$ cat src/rtl/ptw_mem_arbiter.sv
// Arbitrates I-side and D-side page-table-walker PTE fetches onto one Wishbone-classic read master.
// Optional PTE address window check when PTW_ADDR_CHECK_EN is defined.
module ptw_mem_arbiter #(
  parameter int unsigned TIMEOUT_CYCLES = 255,
  parameter logic [31:0] PT_BASE        = 32'h8000_0000,
  parameter logic [31:0] PT_LIMIT       = 32'h8040_0000
) (
  input  logic        clk,
  input  logic        rst_n,
  input  logic        i_ptw_req,
  input  logic [31:0] i_ptw_addr,
  output logic [31:0] i_ptw_data,
  output logic        i_ptw_ack,
  input  logic        d_ptw_req,
  input  logic [31:0] d_ptw_addr,
  output logic [31:0] d_ptw_data,
  output logic        d_ptw_ack,
  output logic        wb_cyc_o,
  output logic        wb_stb_o,
  output logic [31:0] wb_adr_o,
  output logic        wb_we_o,
  output logic [3:0]  wb_sel_o,
  input  logic [31:0] wb_dat_i,
  input  logic        wb_ack_i,
  input  logic        wb_err_i,
  output logic        ptw_bus_err
);

  localparam int unsigned AW = 32;
  localparam int unsigned DW = 32;
  localparam int unsigned CW = 8;
  localparam logic [CW-1:0] CNT_LAST = CW'(TIMEOUT_CYCLES - 1);

  // Reject parameter sets the 8-bit counter or the PTE window cannot represent.
  if (TIMEOUT_CYCLES < 1 || TIMEOUT_CYCLES > 256) begin : g_bad_timeout
    $error("TIMEOUT_CYCLES must be in 1..256");
  end
  if (PT_LIMIT <= PT_BASE) begin : g_bad_window
    $error("PT_LIMIT must be above PT_BASE");
  end

  typedef enum logic [1:0] {
    S_IDLE = 2'd0,
    S_BUS  = 2'd1,
    S_RESP = 2'd2
  } state_t;

  state_t        state, state_next;
  logic          grant_d, grant_d_next;
  logic          rr_last_d, rr_last_d_next;
  logic          aborted, aborted_next;
  logic [CW-1:0] cnt, cnt_next;
  logic [AW-1:0] adr_next;
  logic          cyc_next, i_ack_next, d_ack_next, bus_err_next;
  logic [DW-1:0] i_data_next, d_data_next;

  logic          pick_d, granted_req, respond, resp_d, resp_err;
  logic [AW-1:0] pick_addr;
  logic [DW-1:0] resp_data;

  assign wb_stb_o = wb_cyc_o;
  assign wb_we_o  = 1'b0;
  assign wb_sel_o = 4'hF;

  always_ff @(posedge clk or negedge rst_n) begin
    if (!rst_n) begin
      state       <= S_IDLE;
      grant_d     <= 1'b0;
      rr_last_d   <= 1'b1;
      aborted     <= 1'b0;
      cnt         <= '0;
      wb_adr_o    <= '0;
      wb_cyc_o    <= 1'b0;
      i_ptw_ack   <= 1'b0;
      d_ptw_ack   <= 1'b0;
      i_ptw_data  <= '0;
      d_ptw_data  <= '0;
      ptw_bus_err <= 1'b0;
    end else begin
      state       <= state_next;
      grant_d     <= grant_d_next;
      rr_last_d   <= rr_last_d_next;
      aborted     <= aborted_next;
      cnt         <= cnt_next;
      wb_adr_o    <= adr_next;
      wb_cyc_o    <= cyc_next;
      i_ptw_ack   <= i_ack_next;
      d_ptw_ack   <= d_ack_next;
      i_ptw_data  <= i_data_next;
      d_ptw_data  <= d_data_next;
      ptw_bus_err <= bus_err_next;
    end
  end

  // Next state plus next values of every registered output; acks are set on the edge entering RESP.
  always_comb begin
    state_next     = state;
    grant_d_next   = grant_d;
    rr_last_d_next = rr_last_d;
    aborted_next   = aborted;
    cnt_next       = cnt;
    adr_next       = wb_adr_o;
    cyc_next       = wb_cyc_o;
    i_ack_next     = 1'b0;
    d_ack_next     = 1'b0;
    bus_err_next   = 1'b0;
    i_data_next    = i_ptw_data;
    d_data_next    = d_ptw_data;
    respond        = 1'b0;
    resp_d         = grant_d;
    resp_err       = 1'b0;
    resp_data      = '0;

    // On a tie the side that was not served last wins.
    pick_d      = d_ptw_req & (~i_ptw_req | ~rr_last_d);
    pick_addr   = pick_d ? d_ptw_addr : i_ptw_addr;
    granted_req = grant_d ? d_ptw_req : i_ptw_req;

    case (state)
      S_IDLE: begin
        if (i_ptw_req | d_ptw_req) begin
          grant_d_next = pick_d;
          adr_next     = pick_addr;
          aborted_next = 1'b0;
          cnt_next     = '0;
          resp_d       = pick_d;
`ifdef PTW_ADDR_CHECK_EN
          if (pick_addr < PT_BASE || pick_addr >= PT_LIMIT) begin
            state_next = S_RESP;
            respond    = 1'b1;
            resp_err   = 1'b1;
          end else begin
            state_next = S_BUS;
            cyc_next   = 1'b1;
          end
`else
          state_next = S_BUS;
          cyc_next   = 1'b1;
`endif
        end
      end
      S_BUS: begin
        cnt_next = cnt + CW'(1);
        if (!granted_req) aborted_next = 1'b1;
        // A dropped request still lets the bus cycle finish, but gets no response.
        if (wb_ack_i) begin
          state_next = S_RESP;
          cyc_next   = 1'b0;
          respond    = ~aborted & granted_req;
          resp_data  = wb_dat_i;
        end else if (wb_err_i || cnt == CNT_LAST) begin
          state_next = S_RESP;
          cyc_next   = 1'b0;
          respond    = ~aborted & granted_req;
          resp_err   = 1'b1;
        end
      end
      S_RESP: begin
        rr_last_d_next = grant_d;
        cnt_next       = '0;
        state_next     = S_IDLE;
      end
      default: state_next = S_IDLE;
    endcase

    if (respond) begin
      bus_err_next = resp_err;
      if (resp_d) begin
        d_ack_next  = 1'b1;
        d_data_next = resp_data;
      end else begin
        i_ack_next  = 1'b1;
        i_data_next = resp_data;
      end
    end
  end

endmodule

$ cat config.mk
export PLATFORM = sky130hd
export DESIGN_NAME = ptw_mem_arbiter
export DESIGN_NICKNAME = d
export VERILOG_FILES = /design/src/rtl/ptw_mem_arbiter.sv
export SDC_FILE = /design/constraint.sdc
export NUM_CORES = 1
export LEC_CHECK = 0
export BUFFER_PORTS_ARGS = -buffer_cell sky130_fd_sc_hd__buf_2
export CAP_MARGIN = 20
export CORE_MARGIN = 2
export CORE_UTILIZATION = 50
export DETAILED_ROUTE_END_ITERATION = 10
export PLACE_DENSITY = 0.87
export SLEW_MARGIN = 20
export SYNTH_ARGS = -nofsm -noshare
export SYNTH_HDL_FRONTEND = slang
export SYNTH_SLANG_ARGS = --single-unit
export TNS_END_PERCENT = 1
$ cat constraint.sdc
create_clock -name clk -period 5.2 [get_ports clk]
set_input_delay 1.04 -clock clk [delete_from_list [all_inputs] [get_ports clk]]
set_output_delay 1.04 -clock clk [all_outputs]
set_load 0.005 [all_outputs]
==> out/metrics.yaml, run 1 <==
clocking:
  cts_buffers: 17
  postCtsResizedCells: 0
  cts_setup_buffers: 0
  clk_latency_ps: 510
  cts_max_path_buffers: 2
  clock-sinks: 113
  htreeDepth: 4
  cts_tree: "built"
  path_clk_slew_ps: 50
  root_buffer: "clkbuf_8"
  cts_hold_buf: 0
placed_design:
  dp_hpwl_mm: 8.48
  post_dp_cell_area_um2: 6140
  io_buffers: 202
  routabilityCongestion: 0.805
worst_hold_path:
  min_to: "cnt[6]$_DFFE_PN0P_"
  min_path_cells: 1
  hold_class: "flip-flop to flip-flop"
  worstHoldStart: "cnt[6]$_DFFE_PN0P_"
critical_path:
  endpoint_kind: "flip-flop"
  cp_max_fo: 34
  cp-start-kind: "input pin"
  arrival_ps: 3050
  required_ps: 5580
  rr_worst_depth: 4
  critPathKind: "input pin to flip-flop"
  r2r_slack_ps: 2640
  r2r_end: "d_ptw_data[3]$_DFFE_PN0P_"
  r2r_start: "state[1]$_DFFE_PN0P_"
drt:
  first_pass_iters: 4
  drt_iter0_markers: 215
  wl_mm: 12.5
  wire_per_inst_um: 16.8
  vias_per_cell: 5.24
  postRouteAntennaNets: 0
  drc_errors: 0
  num_vias: 3909
synth:
  synth_edf_count: 0
  synthTopCellsByArea: "dfrtp_1, mux2_4, mux2_2"
  synth.largest_area_cell: "dfrtp_1"
  syn_avg_cell_area_um2: 12.6
  synth_cells: 405
  synthFlopType: "dfrtp_1"
  async_flop_share: 1.00
  ys_warn_count: 0
  ys_seq_area_frac: 0.554
  ys_types: 40
  synthesis.area_um2: 5100
  synth_seq_cells: 113
  synth_top_area_frac: 0.549
floorplanning:
  row_count: 36
  start_util: 0.520
  die_y_um: 105
  die_area_um2: 11000
  chipWidth_um: 105
  pin_count: 208
  core_area_um2: 9820
global_routing:
  grt_pass1_vias: 4081
  grtUsageTotal: 0.233
  grt_antenna_before_repair: 0
  globalRouteOverflowTotal: 0
  grt_max_degree: 73
  grt_pass1_wl_mm: 20.2
sta:
  timing.fmax_ghz: 0.375
  setup-tns-final_ps: 0
  finalSetupViolations: 0
  rsz0062_at_grt: "false"
  fin_crit_sh: 0.513
  maxSlewViolCount: 0
  finalHoldViolCount: 0
  whs_ps: 488
  min_period_ps: 2670
  finClkSkew_ps: 6.89
  relSlewSlack: 0.415
  tightest_slew_ps: 877
final_layout:
  insertedDiodeCount: 0
  area_growth_syn_to_layout_pct: 31.8
  nets: 705
  drive_gt1_frac: 0.532
  final_area_um2: 6720
  fillerInstances: 721
run_status:
  status: "finished, final reports clean"
pwr:
  power_density_nw_per_um2: 543
  p_leak_nw: 3.74
  irDropWorstVdd_mv: 0.236
flow_run:
  cap_violations: 0
[cell usage after synthesis (2+ instances only)]
| cell | number |
|---|---|
| inv_1 | 5 |
| buf_2 | 3 |
| mux2_4 | 29 |
| a31oi_1 | 2 |
| mux2_2 | 35 |
| conb_1 | 2 |
| ha_1 | 2 |
| nand3_1 | 3 |
| clkbuf_1 | 13 |
| mux2i_1 | 33 |
| nand2_1 | 5 |
| a21oi_1 | 36 |
| clkbuf_8 | 2 |
| dfrtp_1 | 112 |
| and3_1 | 15 |
| nand4_1 | 3 |
| buf_6 | 3 |
| o21ai_0 | 14 |
| buf_4 | 9 |
| and3_2 | 18 |
| nor2_1 | 42 |
[metrics by stage]
step | utilization | setup WS, ps | cells | power (W)
3_3_place_gp | 0.625 | 2080 | 715 | 0.00245
6_report | 0.685 | 2530 | 746 | 0.00365
2_1_floorplan | - | 2820 | 408 | 0.00205
5_1_grt | 0.685 | 2410 | 746 | 0.00385
4_1_cts | 0.685 | 2550 | 746 | 0.00368
3_5_place_dp | 0.625 | 2000 | 715 | 0.00252
[area by class of cell]
| type | instances | area, um^2 | area share |
|---|---|---|---|
| clock buffer | 21 | 449 | 0.0668 |
| multi-input combinational | 259 | 2090 | 0.311 |
| sequential | 113 | 2830 | 0.421 |
| inverter | 5 | 18.8 | 0.00279 |
| tap | 133 | 166 | 0.0248 |
| timing repair buffer | 205 | 1040 | 0.154 |
| clock inverter | 10 | 134 | 0.0199 |
[critical path, stage by stage]
cell and delay (ps):
buf_2 440, nor2_1 160, o21ai_4 120, nand3_2 700, mux2_2 560
[sequential cells by signal (all words and copies together) (netlist names)]
register / cells
grant_d: 1
d_ptw_data: 32
d_ptw_ack: 1
wb_adr_o: 32
aborted: 1
i_ptw_ack: 1
state: 2
ptw_bus_err: 1
i_ptw_data: 32
wb_cyc_o: 1
cnt: 8
rr_last_d: 1
[per-layer routing]
layer	track usage	up-vias	part of all wire	wire, um
met4	0.125	0	0.031	382
met2	0.390	132	0.52	6490
met5	0	-	0	0
met3	0.0661	36	0.048	602
met1	0.269	1929	0.40	5050
li1	-	1812	-	-
[kinds of logic (layout without fill, tap and decap cells)]
group,Yosys count,count (layout),synth area share
other cells,2,5,0.00147
mux,97,97,0.227
buf+inv,36,241,0.0422
simple gates,97,97,0.106
xor+xnor,1,1,0.00172
flops,113,113,0.554
compound gates,57,57,0.0615
fa+ha+maj,2,2,0.00490
[cell usage in the layout, fill, tap and decap left out, drive strengths merged, types with 2 or more instances in the layout]
cell	n
mux2i	33
dfrtp	112
and3	33
inv	6
nand4	3
clkinvlp	2
bufinv	3
nand2	5
nand3	4
clkbuf	21
nor2	42
buf	205
conb	5
mux2	64
a21oi	36
clkinv	4
nor3	2
ha	2
a31oi	2
o21ai	16
[worst max path at each step]
| stage | from | end | slack (ps) | cells past startpoint |
|---|---|---|---|---|
| floorplan | i_ptw_req | i_ptw_data[10]$_DFFE_PN0P_ | 2820 | 5 |
| global placement | wb_ack_i | d_ptw_data[5]$_DFFE_PN0P_ | 2080 | 5 |
| detailed placement | wb_ack_i | d_ptw_data[3]$_DFFE_PN0P_ | 2000 | 5 |
| CTS | wb_ack_i | d_ptw_data[3]$_DFFE_PN0P_ | 2550 | 5 |
| global route | wb_ack_i | d_ptw_data[15]$_DFFE_PN0P_ | 2410 | 5 |
| finish | wb_ack_i | d_ptw_data[3]$_DFFE_PN0P_ | 2530 | 5 |
[report_power, final]
group          total (W)  internal (W)  switching (W)  leakage (nW)
sequential       0.00137       0.00119       0.000186          1.45
clock            0.00114      0.000749       0.000389         0.284
combinational    0.00114      0.000569       0.000571          2.00
total            0.00365       0.00251        0.00115          3.74
Note: power is estimated with default switching activity, not from simulation.
==> run 2, diff against run 1 <==
--- a/config.mk
+++ b/config.mk
@@ -5,12 +5,13 @@
 export SDC_FILE = /design/constraint.sdc
 export NUM_CORES = 1
 export LEC_CHECK = 0
+export ABC_AREA = 1
 export BUFFER_PORTS_ARGS = -buffer_cell sky130_fd_sc_hd__buf_2
 export CAP_MARGIN = 20
 export CORE_MARGIN = 2
-export CORE_UTILIZATION = 50
+export CORE_UTILIZATION = 44
 export DETAILED_ROUTE_END_ITERATION = 10
-export PLACE_DENSITY = 0.87
+export PLACE_DENSITY = 0.81
 export SLEW_MARGIN = 20
 export SYNTH_ARGS = -nofsm -noshare
 export SYNTH_HDL_FRONTEND = slang
==> constraint.sdc (replaced) <==
create_clock -name clk -period 2.3 [get_ports clk]
set_input_delay 0.46 -clock clk [delete_from_list [all_inputs] [get_ports clk]]
set_output_delay 0.46 -clock clk [all_outputs]
set_load 0.005 [all_outputs]
==> out/metrics.yaml, run 2 <==
run_status:
  status: "finished, final reports clean"
synth:
  ys_warn_count: 0
  muxShareOfSynthArea: 0
  yosys.area_share.xor_xnor: 0
  synthesis.area_um2: 5260
  synthFlopType: "dfrtp_1"
  synth_edf_count: 0
  synth_top_family_by_area: "simple AND/OR/NAND/NOR gates"
  ys_types: 26
  ys_seq_area_frac: 0.537
  syn_avg_cell_area_um2: 8.20
  synth_seq_cells: 113
  synthTopCellsByArea: "dfrtp_1, nand2_1, nand4_1"
  synth_common_cells: "nand2_1, dfrtp_1, nor2_1"
  synth_cells: 642
  synth.largest_area_cell: "dfrtp_1"
  async_flop_share: 1.00
  synthAdderAreaFrac: 0.00475
  post-synth-top-count-cell: "nand2_1"
  synth-simple-area-share: 0.309
  synth_compound_area_frac: 0.0780
  synth_top_area_frac: 0.532
critical_path:
  r2r_start: "state[1]$_DFFE_PN0P_"
  critPathKind: "flip-flop to flip-flop"
  required_ps: 2580
  arrival_ps: 2280
  cp-start-kind: "flip-flop"
  r2r_end: "i_ptw_data[11]$_DFFE_PN0P_"
  startpoint: "state[1]$_DFFE_PN0P_"
  endpoint_kind: "flip-flop"
  rr_worst_depth: 8
  r2r_slack_ps: 300
  cp_max_fo: 41
final_layout:
  nets: 935
  drive_gt1_frac: 0.314
  final_cell_mix: "nand2_1, buf_2, dfrtp_1"
  utilization: 0.600
  area_growth_syn_to_layout_pct: 31.9
  top_regs: "d_ptw_data (32), i_ptw_data (32), wb_adr_o (32)"
  fillerInstances: 1052
  insertedDiodeCount: 0
  fin_cells: 987
  mostFrequentLayoutCell: "nand2_1"
  final_area_um2: 6940
placed_design:
  io_buffers: 202
  placed_cells: 955
  post_dp_cell_area_um2: 6320
  routabilityCongestion: 0.857
  dp_hpwl_mm: 9.96
drt:
  wl_mm: 14.7
  drc_errors: 0
  drt_iter0_markers: 391
  wire_per_inst_um: 14.9
  num_vias: 5082
  postRouteAntennaNets: 0
  vias_per_cell: 5.15
  first_pass_iters: 5
sta:
  setup-tns-final_ps: 0
  min_period_ps: 2000
  finClkSkew_ps: 11.8
  timing.fmax_ghz: 0.501
  relSlewSlack: 0.547
  rsz0062_at_grt: "false"
  tightest_slew_ps: 678
  maxSlewViolCount: 0
  fin_crit_sh: 0.868
  finalSetupViolations: 0
  finalHoldViolCount: 0
clocking:
  cts_setup_buffers: 0
  htreeDepth: 4
  root_buffer: "clkbuf_16"
  cts_max_path_buffers: 2
  cts_buffers: 17
  clock-sinks: 113
  path_clk_slew_ps: 60
  postCtsResizedCells: 0
  clk_latency_ps: 400
  cts_tree: "built"
  cts_hold_buf: 0
floorplanning:
  core_area_um2: 11600
  chipWidth_um: 113
  start_util: 0.455
  row_count: 39
  die_area_um2: 12900
  pin_count: 208
  die_y_um: 113
global_routing:
  grt_pass1_wl_mm: 24.0
  grt_pass1_vias: 4862
  grt_max_degree: 51
  grt_antenna_before_repair: 0
  globalRouteOverflowTotal: 0
  grtUsageTotal: 0.235
worst_hold_path:
  hold_class: "input pin to async pin"
pwr:
  power_density_nw_per_um2: 1300
  p_leak_nw: 3.89
  power.total_w: 0.00903
  irDropWorstVdd_mv: 0.566
flow_run:
  cap_violations: 0
[run 2: cell count changes after synthesis, sizes merged, moves of 2 or more]
cell | before | now
nand2 | 5 | 222
mux2 | 64 | 0
nand4 | 3 | 65
o21ai | 16 | 74
nor2 | 42 | 77
mux2i | 33 | 0
and3 | 33 | 1
a21oi | 36 | 6
buf | 16 | 36
inv | 5 | 20
nand3 | 4 | 8
nor3 | 2 | 0
[run 2: kinds of logic (layout without fill, tap and decap cells)]
| kind of cell | count (synthesis) | after routing |
|---|---|---|
| AO/OA/AOI/OAI | 81 | 81 |
| AND/OR/NAND/NOR | 373 | 373 |
| flip-flops | 113 | 113 |
| other | 2 | 5 |
| adder cells (fa/ha/maj) | 2 | 2 |
| buffers and inverters | 71 | 270 |
[run 2: final cells by class]
cell class / instances / area (um^2) / area share
well taps: 143 / 179 / 0.0258
clock inverters: 15 / 196 / 0.0283
multi-input cells: 461 / 2080 / 0.300
flip-flops and latches: 113 / 2830 / 0.407
clock buffers: 17 / 425 / 0.0613
inverters: 20 / 75.1 / 0.0108
repair buffers: 218 / 1160 / 0.167
[run 2: power by group]
part / switching, W / leakage, nW / internal, W / total, W
logic: 0.00189 / 2.10 / 0.00113 / 0.00302
clock network: 0.00101 / 0.302 / 0.00174 / 0.00275
registers: 0.000480 / 1.49 / 0.00278 / 0.00326
[run 2: metrics by stage]
| step | setup WS [ps] | hold WS [ps] |
|---|---|---|
| 2_1_floorplan | 832 | 164 |
| 3_3_place_gp | 407 | 440 |
| 3_5_place_dp | 350 | 450 |
| 4_1_cts | 335 | 12.9 |
| 5_1_grt | 187 | 34.5 |
| 6_report | 304 | 8.59 |
[run 2: worst max path at each step]
stage,endpoint,slack (ps),depth (start not counted)
after floorplan,i_ptw_data[24]$_DFFE_PN0P_,830,10
after global placement,i_ptw_data[11]$_DFFE_PN0P_,410,8
after detailed placement,i_ptw_data[11]$_DFFE_PN0P_,350,8
after CTS,i_ptw_data[11]$_DFFE_PN0P_,330,8
after global routing,i_ptw_data[5]$_DFFE_PN0P_,190,8
final,i_ptw_data[11]$_DFFE_PN0P_,300,8
[run 2: per-layer routing]
metal / vias up / part of all wire / GRT usage
met3: 24 / 0.051 / 0.0409
met5: - / 0 / 0
li1: 2490 / - / -
met2: 182 / 0.48 / 0.377
met4: 0 / 0.021 / 0.0951
met1: 2386 / 0.44 / 0.319
[run 2: worst max-delay path, cell delays in order, from the launching register on]
cell	delay (ps)
dfrtp_1	460
nor2_4	240
nand3_2	130
nor2_4	120
buf_4	370
nand3_2	100
buf_4	260
nand2_1	110
nand2_1	60
==> run 3, diff against run 2 <==
--- a/config.mk
+++ b/config.mk
@@ -11,7 +11,7 @@
 export CORE_MARGIN = 2
 export CORE_UTILIZATION = 44
 export DETAILED_ROUTE_END_ITERATION = 10
-export PLACE_DENSITY = 0.81
+export PLACE_DENSITY = 0.83
 export SLEW_MARGIN = 20
 export SYNTH_ARGS = -nofsm -noshare
 export SYNTH_HDL_FRONTEND = slang
==> out/metrics.yaml, run 3 (synthesis gave the netlist of run 2 again) <==
worst_hold_path:
  hold_class: "input pin to async pin"
drt:
  first_pass_iters: 6
  wl_mm: 14.5
  postRouteAntennaNets: 0
  drt_iter0_markers: 615
  num_vias: 5162
  drc_errors: 0
  wire_per_inst_um: 14.7
  vias_per_cell: 5.22
global_routing:
  grt_pass1_wl_mm: 23.3
  grt_pass1_vias: 4796
  grt_antenna_before_repair: 0
  grtUsageTotal: 0.228
  grt_max_degree: 65
  globalRouteOverflowTotal: 0
floorplanning:
  die_area_um2: 12900
  die_y_um: 113
  core_area_um2: 11600
  start_util: 0.455
  pin_count: 208
  row_count: 39
  chipWidth_um: 113
sta:
  timing.fmax_ghz: 0.527
  maxSlewViolCount: 0
  fin_crit_sh: 0.825
  finClkSkew_ps: 8.32
  finalSetupViolations: 0
  tightest_slew_ps: 558
  relSlewSlack: 0.628
  min_period_ps: 1900
  setup-tns-final_ps: 0
  finalHoldViolCount: 0
  rsz0062_at_grt: "false"
clocking:
  cts_buffers: 17
  htreeDepth: 4
  root_buffer: "clkbuf_16"
  cts_max_path_buffers: 2
  path_clk_slew_ps: 60
  postCtsResizedCells: 0
  clock-sinks: 113
  clk_latency_ps: 410
  cts_hold_buf: 0
  cts_setup_buffers: 0
  cts_tree: "built"
pwr:
  p_leak_nw: 3.90
  power_density_nw_per_um2: 1290
  irDropWorstVdd_mv: 0.587
  power.total_w: 0.00899
final_layout:
  top_regs: "d_ptw_data (32), i_ptw_data (32), wb_adr_o (32)"
  nets: 936
  mostFrequentLayoutCell: "nand2_1"
  area_growth_syn_to_layout_pct: 32.6
  drive_gt1_frac: 0.314
  fin_cells: 988
  final_cell_mix: "nand2_1, buf_2, dfrtp_1"
  insertedDiodeCount: 0
flow_run:
  cap_violations: 0
placed_design:
  routabilityCongestion: 0.851
  placed_cells: 956
  io_buffers: 202
  dp_hpwl_mm: 9.96
critical_path:
  rr_worst_depth: 9
  r2r_slack_ps: 400
  r2r_end: "i_ptw_data[11]$_DFFE_PN0P_"
  critPathKind: "flip-flop to flip-flop"
  r2r_start: "state[1]$_DFFE_PN0P_"
  cp_max_fo: 22
  cp-start-kind: "flip-flop"
  endpoint_kind: "flip-flop"
  arrival_ps: 2190
  required_ps: 2590
run_status:
  status: "finished, final reports clean"
run 3: final cells by class:
cell class	count	area (um^2)
fillers	1030	4590
flip-flops and latches	113	2830
multi-input cells	461	2080
repair buffers	219	1220
clock buffers	21	470
well taps	143	179
clock inverters	11	129
inverters	20	75.1
run 3: routing by layer:
metal | wire (um) | part of all wire | GRT usage | up-vias
met4 | 441 | 0.030 | 0.111 | 0
li1 | - | - | - | 2492
met5 | 0 | 0 | 0 | -
met3 | 912 | 0.063 | 0.0537 | 47
met1 | 6110 | 0.42 | 0.299 | 2396
met2 | 7020 | 0.48 | 0.358 | 227
run 3: stage by stage:
stage	hold WS, ps	area, um^2	setup slack [ps]	util
floorplan	164	5280	832	-
global placement	450	6380	466	0.552
detailed placement	455	6380	394	0.552
CTS	54.9	6980	440	0.603
global route	84.0	6980	337	0.603
finish	47.8	6980	402	0.603
run 3: where the power goes:
part | internal [W] | switching, W
clock network | 0.00168 | 0.000927
logic | 0.00120 | 0.00193
registers | 0.00278 | 0.000465
total | 0.00566 | 0.00332
run 3: how the worst max path moves through the flow:
stage / from / to / slack, ps / depth (start not counted)
floorplan: cnt[0]$_DFFE_PN0P_ / i_ptw_data[24]$_DFFE_PN0P_ / 830 / 10
global placement: d_ptw_req / d_ptw_data[7]$_DFFE_PN0P_ / 470 / 10
detailed placement: d_ptw_req / d_ptw_data[3]$_DFFE_PN0P_ / 390 / 10
CTS: state[1]$_DFFE_PN0P_ / i_ptw_data[11]$_DFFE_PN0P_ / 440 / 9
global route: state[1]$_DFFE_PN0P_ / i_ptw_data[11]$_DFFE_PN0P_ / 340 / 9
finish: state[1]$_DFFE_PN0P_ / i_ptw_data[11]$_DFFE_PN0P_ / 400 / 9
run 3: worst max-delay path: stages, from the launching register on:
cell	delay, ps
dfrtp_1	460
nor2_2	180
nand2_2	90
nand2_2	80
nand2_4	170
inv_2	110
nand3_2	260
buf_12	270
nand2_1	90
nand2_1	70
